<file path="config.mk">
export PLATFORM = sky130hd
export DESIGN_NAME = alu_mc
export DESIGN_NICKNAME = d
export VERILOG_FILES = /design/src/rtl/alu_mc.sv
export SDC_FILE = /design/constraint.sdc
export NUM_CORES = 1
export LEC_CHECK = 0
export BUFFER_PORTS_ARGS = -buffer_cell sky130_fd_sc_hd__buf_2
export CAP_MARGIN = 40
export CORE_ASPECT_RATIO = 2
export CORE_MARGIN = 2
export CORE_UTILIZATION = 40
export DETAILED_ROUTE_END_ITERATION = 10
export GPL_TIMING_DRIVEN = 0
export SLEW_MARGIN = 40
export SYNTH_ARGS = -nofsm -noshare
export SYNTH_HDL_FRONTEND = slang
export SYNTH_SLANG_ARGS = --single-unit
</file>
<file path="constraint.sdc">
create_clock -name clk -period 4.2 [get_ports clk]
set_clock_uncertainty 0.2 [all_clocks]
set_input_delay 0.21 -clock clk [delete_from_list [all_inputs] [get_ports clk]]
set_output_delay 0.21 -clock clk [all_outputs]
set_load 0.05 [all_outputs]
</file>
<file path="src/rtl/alu_mc.sv">
// Multi-cycle ALU: single-cycle logic/arith/compare ops, bit-serial shifts
// and shift-add multiply, with valid/ready handshakes on both sides.
module alu_mc #(
  parameter int WIDTH = 32
) (
  input  logic             clk,
  input  logic             rst,
  input  logic             in_valid,
  output logic             in_ready,
  input  logic [3:0]       op,
  input  logic [WIDTH-1:0] A,
  input  logic [WIDTH-1:0] B,
  output logic             out_valid,
  input  logic             out_ready,
  output logic [WIDTH-1:0] res,
  output logic             zero,
  output logic             overflow,
  output logic             err
);

  localparam int SHW = $clog2(WIDTH);
  localparam int CW  = SHW + 1;

  localparam logic [3:0] OP_AND  = 4'b0000;
  localparam logic [3:0] OP_OR   = 4'b0001;
  localparam logic [3:0] OP_ADD  = 4'b0010;
  localparam logic [3:0] OP_XOR  = 4'b0011;
  localparam logic [3:0] OP_NOR  = 4'b0100;
  localparam logic [3:0] OP_SRL  = 4'b0101;
  localparam logic [3:0] OP_SUB  = 4'b0110;
  localparam logic [3:0] OP_SLTU = 4'b0111;
  localparam logic [3:0] OP_SLT  = 4'b1000;
  localparam logic [3:0] OP_SLL  = 4'b1001;
  localparam logic [3:0] OP_SRA  = 4'b1010;
  localparam logic [3:0] OP_MUL  = 4'b1011;

  typedef enum logic [1:0] {
    IDLE = 2'd0,
    BUSY = 2'd1,
    DONE = 2'd2
  } state_t;

  state_t state, nxt;

  logic [3:0]       op_q;
  logic [WIDTH-1:0] a_q, b_q, acc;
  logic [CW-1:0]    cnt;

  logic [WIDTH-1:0] sum, dif, fin_res;
  logic             fin_ovf, fin_err;
  logic             accept, last;

  assign accept = in_valid & in_ready;
  assign last   = (state == BUSY) && (cnt == '0);

  // state register
  always_ff @(posedge clk) begin
    if (rst) state <= IDLE;
    else     state <= nxt;
  end

  // next state
  always_comb begin
    nxt = state;
    unique case (state)
      IDLE:    if (in_valid)  nxt = BUSY;
      BUSY:    if (cnt == '0) nxt = DONE;
      DONE:    if (out_ready) nxt = IDLE;
      default: nxt = IDLE;
    endcase
  end

  // handshake outputs
  always_comb begin
    in_ready  = (state == IDLE);
    out_valid = (state == DONE);
  end

  assign sum = a_q + b_q;
  assign dif = a_q - b_q;

  always_comb begin
    fin_res = '0;
    fin_ovf = 1'b0;
    fin_err = 1'b0;
    case (op_q)
      OP_AND:  fin_res = a_q & b_q;
      OP_OR:   fin_res = a_q | b_q;
      OP_ADD: begin
        fin_res = sum;
        fin_ovf = (a_q[WIDTH-1] == b_q[WIDTH-1]) &&
                  (sum[WIDTH-1] != a_q[WIDTH-1]);
      end
      OP_XOR:  fin_res = a_q ^ b_q;
      OP_NOR:  fin_res = ~(a_q | b_q);
      OP_SUB: begin
        fin_res = dif;
        fin_ovf = (a_q[WIDTH-1] != b_q[WIDTH-1]) &&
                  (dif[WIDTH-1] != a_q[WIDTH-1]);
      end
      OP_SLTU: fin_res = {{(WIDTH-1){1'b0}}, a_q < b_q};
      OP_SLT:  fin_res = {{(WIDTH-1){1'b0}},
                          $signed(a_q) < $signed(b_q)};
      OP_SRL, OP_SLL, OP_SRA: fin_res = a_q;
      OP_MUL:  fin_res = acc;
      default: fin_err = 1'b1;
    endcase
  end

  // operand latch and one iteration step per BUSY cycle
  always_ff @(posedge clk) begin
    if (rst) begin
      op_q <= '0;
      a_q  <= '0;
      b_q  <= '0;
      acc  <= '0;
      cnt  <= '0;
    end else if (accept) begin
      op_q <= op;
      a_q  <= A;
      b_q  <= B;
      acc  <= '0;
      case (op)
        OP_SRL, OP_SLL, OP_SRA:
          cnt <= {1'b0, B[SHW-1:0]};
        OP_MUL:  cnt <= CW'(WIDTH);
        default: cnt <= '0;
      endcase
    end else if (state == BUSY && cnt != '0) begin
      cnt <= cnt - 1'b1;
      case (op_q)
        OP_SRL: a_q <= a_q >> 1;
        OP_SLL: a_q <= a_q << 1;
        OP_SRA: a_q <= WIDTH'($signed(a_q) >>> 1);
        OP_MUL: begin
          if (b_q[0]) acc <= acc + a_q;
          a_q <= a_q << 1;
          b_q <= b_q >> 1;
        end
        default: ;
      endcase
    end
  end

  // result and flags are registered together and held through DONE
  always_ff @(posedge clk) begin
    if (rst) begin
      res      <= '0;
      zero     <= 1'b0;
      overflow <= 1'b0;
      err      <= 1'b0;
    end else if (last) begin
      res      <= fin_res;
      zero     <= (fin_res == '0);
      overflow <= fin_ovf;
      err      <= fin_err;
    end
  end

endmodule

</file>
==> summary.md <==
| Metric | Value |
|---|---|
| Initial drt markers | `1,439` |
| Clock Tree Root | `sky130_fd_sc_hd__clkbuf_16` |
| Number of nets in the layout | `2,311` |
| Standard-cell row count | `96` |
| Die Span X | `135.7 µm` |
| Total number of vias | `16,090` |
| R2r worst-path depth | `14` |
| Total routing resource utilization after global routing | `39.30%` |
| Total negative setup slack | `-0.1471 ns` |
| Initial antenna violation count | `2` |
| Rel. slew slack | `37.44%` |
| Routed wl met3 | `3.694 mm` |
| Status | `finished with violations` |
| Wire length per cell after detailed routing | `27.91 µm` |
| PortBufs | `107` |
| Remaining antenna violation count after routing | `0` |
| Maximum Capacitance Violations | `0` |
| Hold/Removal Path Class | `in -> reg` |
| Fin crit period | `4.347 ns` |
| Met1 layer wirelength in the final routing | `22.85 mm` |
| First-pass iteration count of the detailed router | `6` |
| Proportion of register bits with asynchronous set or reset after synthesis | `0%` |
| Nets in the synthesized netlist | `2,136` |
| Count of different cell masters after synthesis | `96` |
| Wire length of the first global-routing pass | `102.8 mm` |
| Minimum setup slack in the final design | `-0.1471 ns` |
| Clock buffer count from CTS | `17` |
| Register area share after synthesis | `20.62%` |
| Count of synthesis-stage warnings from yosys | `0` |
| Topmost layer with routed signal wires | `met4` |
| Growth of design area from synthesis to finish | `18.78%` |
| Placed Area | `15,020 µm²` |
| Data required time at the worst endpoint | `4.40 ns` |
| Source of the critical timing path | `op_q[1]` |
| DRC | `0` |
| Full die area | `36,310 µm²` |
| Overall power | `6712 µW` |
| Mean number of vias per cell | `6.279` |
| Endpoint arrival time on the critical path | `4.55 ns` |
| DP Worst Slack | `-0.8832 ns` |
| Critical Path Sink Type | `flop` |
| Path type of the worst setup path | `reg -> reg` |
| Clock Latency Late Sink | `0.47 ns` |
| Violated checks | `negative setup slack` |
| I/O pin count | `109` |
| H-tree depth | `4` |
| Post-synth design cell area | `13,890 µm²` |
| Pwr dens | `407.0 nW/µm²` |
| Clock-pin slew on the worst setup and hold paths | `0.07 ns` |
| Grt ovf | `0` |
| Count of fill cells added during filler insertion | `3,622` |
| Final Cell Area | `16,490 µm²` |
| Via count of the first global-routing pass | `15,940` |
| Worst hold endpoint | `a_q[1]` |
| Wire length reported by the detailed router | `71.53 mm` |
| Synth Register Bits | `143` |
| Largest fanout of any net on the critical path | `10` |
| RSZ-0062 raised after global routing | `true` |
| Weighted congestion reported at the end of routability-driven placement | `1.015` |
| RR Endpoint | `zero` |
| Startpoint of the lowest-slack register-to-register path | `op_q[1]` |
| Initial core utilization | `40.56%` |
| Final setup violating endpoints | `1` |
| Reg2reg setup slack | `-0.15 ns` |
| Ratio of final minimum period to clock period | `103.5%` |
| Slew @ Worst Pin | `0.9384 ns` |
| Share of cells above drive strength 1 | `14.67%` |
| TritonCTS clock tree | `yes` |
| Leakage component of the power | `0.006618 µW` |
| Num Clock Sinks | `143` |
| Launching element type of the critical path | `flop` |
| Start point of the worst hold path | `A[1]` |
| Number of enable flip-flop cells after synthesis | `0` |
| Mean post-synth cell area | `7.187 µm²` |
| Maximum resistive drop on vdd | `315.9 µV` |
| Detail Route met2 WL | `35.33 mm` |
| Maximum number of pins on one net before global-route repair | `17` |
| Maximum count of clock buffers along a single path | `2` |
| Endpoints failing hold | `0` |
| Placed wire-length estimate | `57.15 mm` |
| Primary flip-flop cell chosen by synthesis mapping | `sky130_fd_sc_hd__dfxtp_1` |
| Placeable core region | `34,230 µm²` |
| Floorplan die height | `267.5 µm` |
| Final number of max-transition violations | `0` |
| Gate Count Post-Synth | `1,932` |
| Achievable Freq | `0.2300 GHz` |
| Count of cells along the worst hold path | `5` |
logic make-up (layout without fill, tap and decap cells):
| logic type | count (synthesis) | count (layout) | share of synthesized area, % |
|---|---|---|---|
| simple gates | 707 | 707 | 23.89 |
| compound gates | 627 | 627 | 30.68 |
| buf+inv | 234 | 422 | 6.677 |
| flops | 143 | 143 | 20.62 |
| fa+ha+maj | 132 | 132 | 12.06 |
| mux | 48 | 48 | 3.496 |
| xor+xnor | 41 | 41 | 2.586 |
| other cells | 0 | 2 | 0 |
worst max path at each step:
| stage | slack [ns] | endpoint |
|---|---|---|
| after floorplan | 0.62 | overflow |
| after detailed placement | -0.88 | zero |
| after CTS | -0.02 | zero |
| final | -0.15 | zero |
| after global routing | -0.20 | zero |
| after global placement | -0.91 | zero |
cell usage after synthesis, types with 15 or more instances:
cell type	number	share of area (%)
sky130_fd_sc_hd__buf_2	33	1.2
sky130_fd_sc_hd__nand3_1	36	1.3
sky130_fd_sc_hd__clkbuf_1	89	2.4
sky130_fd_sc_hd__a211oi_1	97	5.2
sky130_fd_sc_hd__dfxtp_1	143	21
sky130_fd_sc_hd__nor2_1	272	7.4
sky130_fd_sc_hd__xnor2_1	29	1.8
sky130_fd_sc_hd__and3_1	17	0.77
sky130_fd_sc_hd__a21oi_1	207	7.5
sky130_fd_sc_hd__o21ai_0	74	2.7
sky130_fd_sc_hd__nor3_1	61	2.2
sky130_fd_sc_hd__ha_1	129	12
sky130_fd_sc_hd__mux2i_1	44	3.2
sky130_fd_sc_hd__a22oi_1	18	0.97
sky130_fd_sc_hd__a21o_1	28	1.5
sky130_fd_sc_hd__o31ai_1	15	0.81
sky130_fd_sc_hd__inv_1	101	2.7
sky130_fd_sc_hd__nand2_1	172	4.6
sky130_fd_sc_hd__nand4_1	15	0.68
sky130_fd_sc_hd__nor2b_1	31	1.4
per-layer routing:
layer,up-vias,global-route usage (%)
met1,7622,36.95
met2,749,69.06
met3,344,5.811
li1,7379,-
met5,-,0
met4,0,41.19
registers in the layout, indices dropped and copies added, names as in the netlist:
signal    cells
a_q          32
acc          32
b_q          32
cnt           6
err           1
op_q          4
overflow      1
res          32
state         2
zero          1
cell usage in the layout, fill, tap and decap left out, drive strengths merged, types with 11 or more instances in the layout:
cell type / count
or3: 14
a211oi: 104
ha: 129
clkbuf: 109
nor4: 12
nor2: 272
a31oi: 13
inv: 108
a22oi: 18
xor2: 12
dfxtp: 143
nand3b: 13
dlygate4sd3: 41
a221oi: 12
nand2: 172
nand2b: 12
nand4: 15
o31ai: 17
and2: 12
o21bai: 11
nand3: 36
o21a: 13
mux2i: 44
buf: 158
a21oi: 210
nor2b: 31
a222oi: 14
o21ai: 79
a21o: 28
and3: 17
xnor2: 29
nor3: 63
metrics by stage:
stage	instances	utilization, %	hold slack [ns]
3_3_place_gp	2480	43.74	0.2453
6_report	2563	48.18	0.03460
3_5_place_dp	2481	43.89	0.2461
2_1_floorplan	1932	-	0.1460
5_1_grt	2561	48.17	0.04415
4_1_cts	2559	47.81	0.01358
report_power, final:
part	internal, µW	leakage, µW	total, µW	switching [µW]
clock network	918	0.000276	1650	732
registers	1510	0.00118	1740	235
logic	1070	0.00516	3320	2250
critical path, stage by stage, from the launching register on:
cell and delay [ns]:
sky130_fd_sc_hd__dfxtp_1 0.52, sky130_fd_sc_hd__or4b_2 0.19, sky130_fd_sc_hd__clkbuf_1 0.39, sky130_fd_sc_hd__clkbuf_1 0.65, sky130_fd_sc_hd__nand2_1 0.10, sky130_fd_sc_hd__o21ai_0 0.11, sky130_fd_sc_hd__o21ai_0 0.11, sky130_fd_sc_hd__a21oi_1 0.38
sky130_fd_sc_hd__o21ai_0 0.16, sky130_fd_sc_hd__a21oi_1 0.41, sky130_fd_sc_hd__and4b_1 0.26, sky130_fd_sc_hd__nand4_1 0.17, sky130_fd_sc_hd__nor4_4 0.36, sky130_fd_sc_hd__nand4_1 0.17, sky130_fd_sc_hd__nand2_1 0.11
layout make-up:
class	count	area, µm²	area share, %
multi-input combinational	1555	10470	63.50
sequential	143	2909	17.64
timing repair buffer	158	1021	6.190
tap	441	551.8	3.345
buffer	128	550.5	3.338
clock buffer	22	464.2	2.814
inverter	104	390.4	2.367
clock inverter	10	127.6	0.7738
antenna	2	5.005	0.03034
repair_timing:
action | 4_1_cts | 5_1_grt
pin swaps | 8 | 9
hold buffers | 41 | 0
setup buffers | 6 | 3
setup endpoints to repair | 39 | 10
gates resized for setup | 80 | 27
endpoints found under the hold margin | 46 | 0
Note: power is estimated with default switching activity, not from simulation.
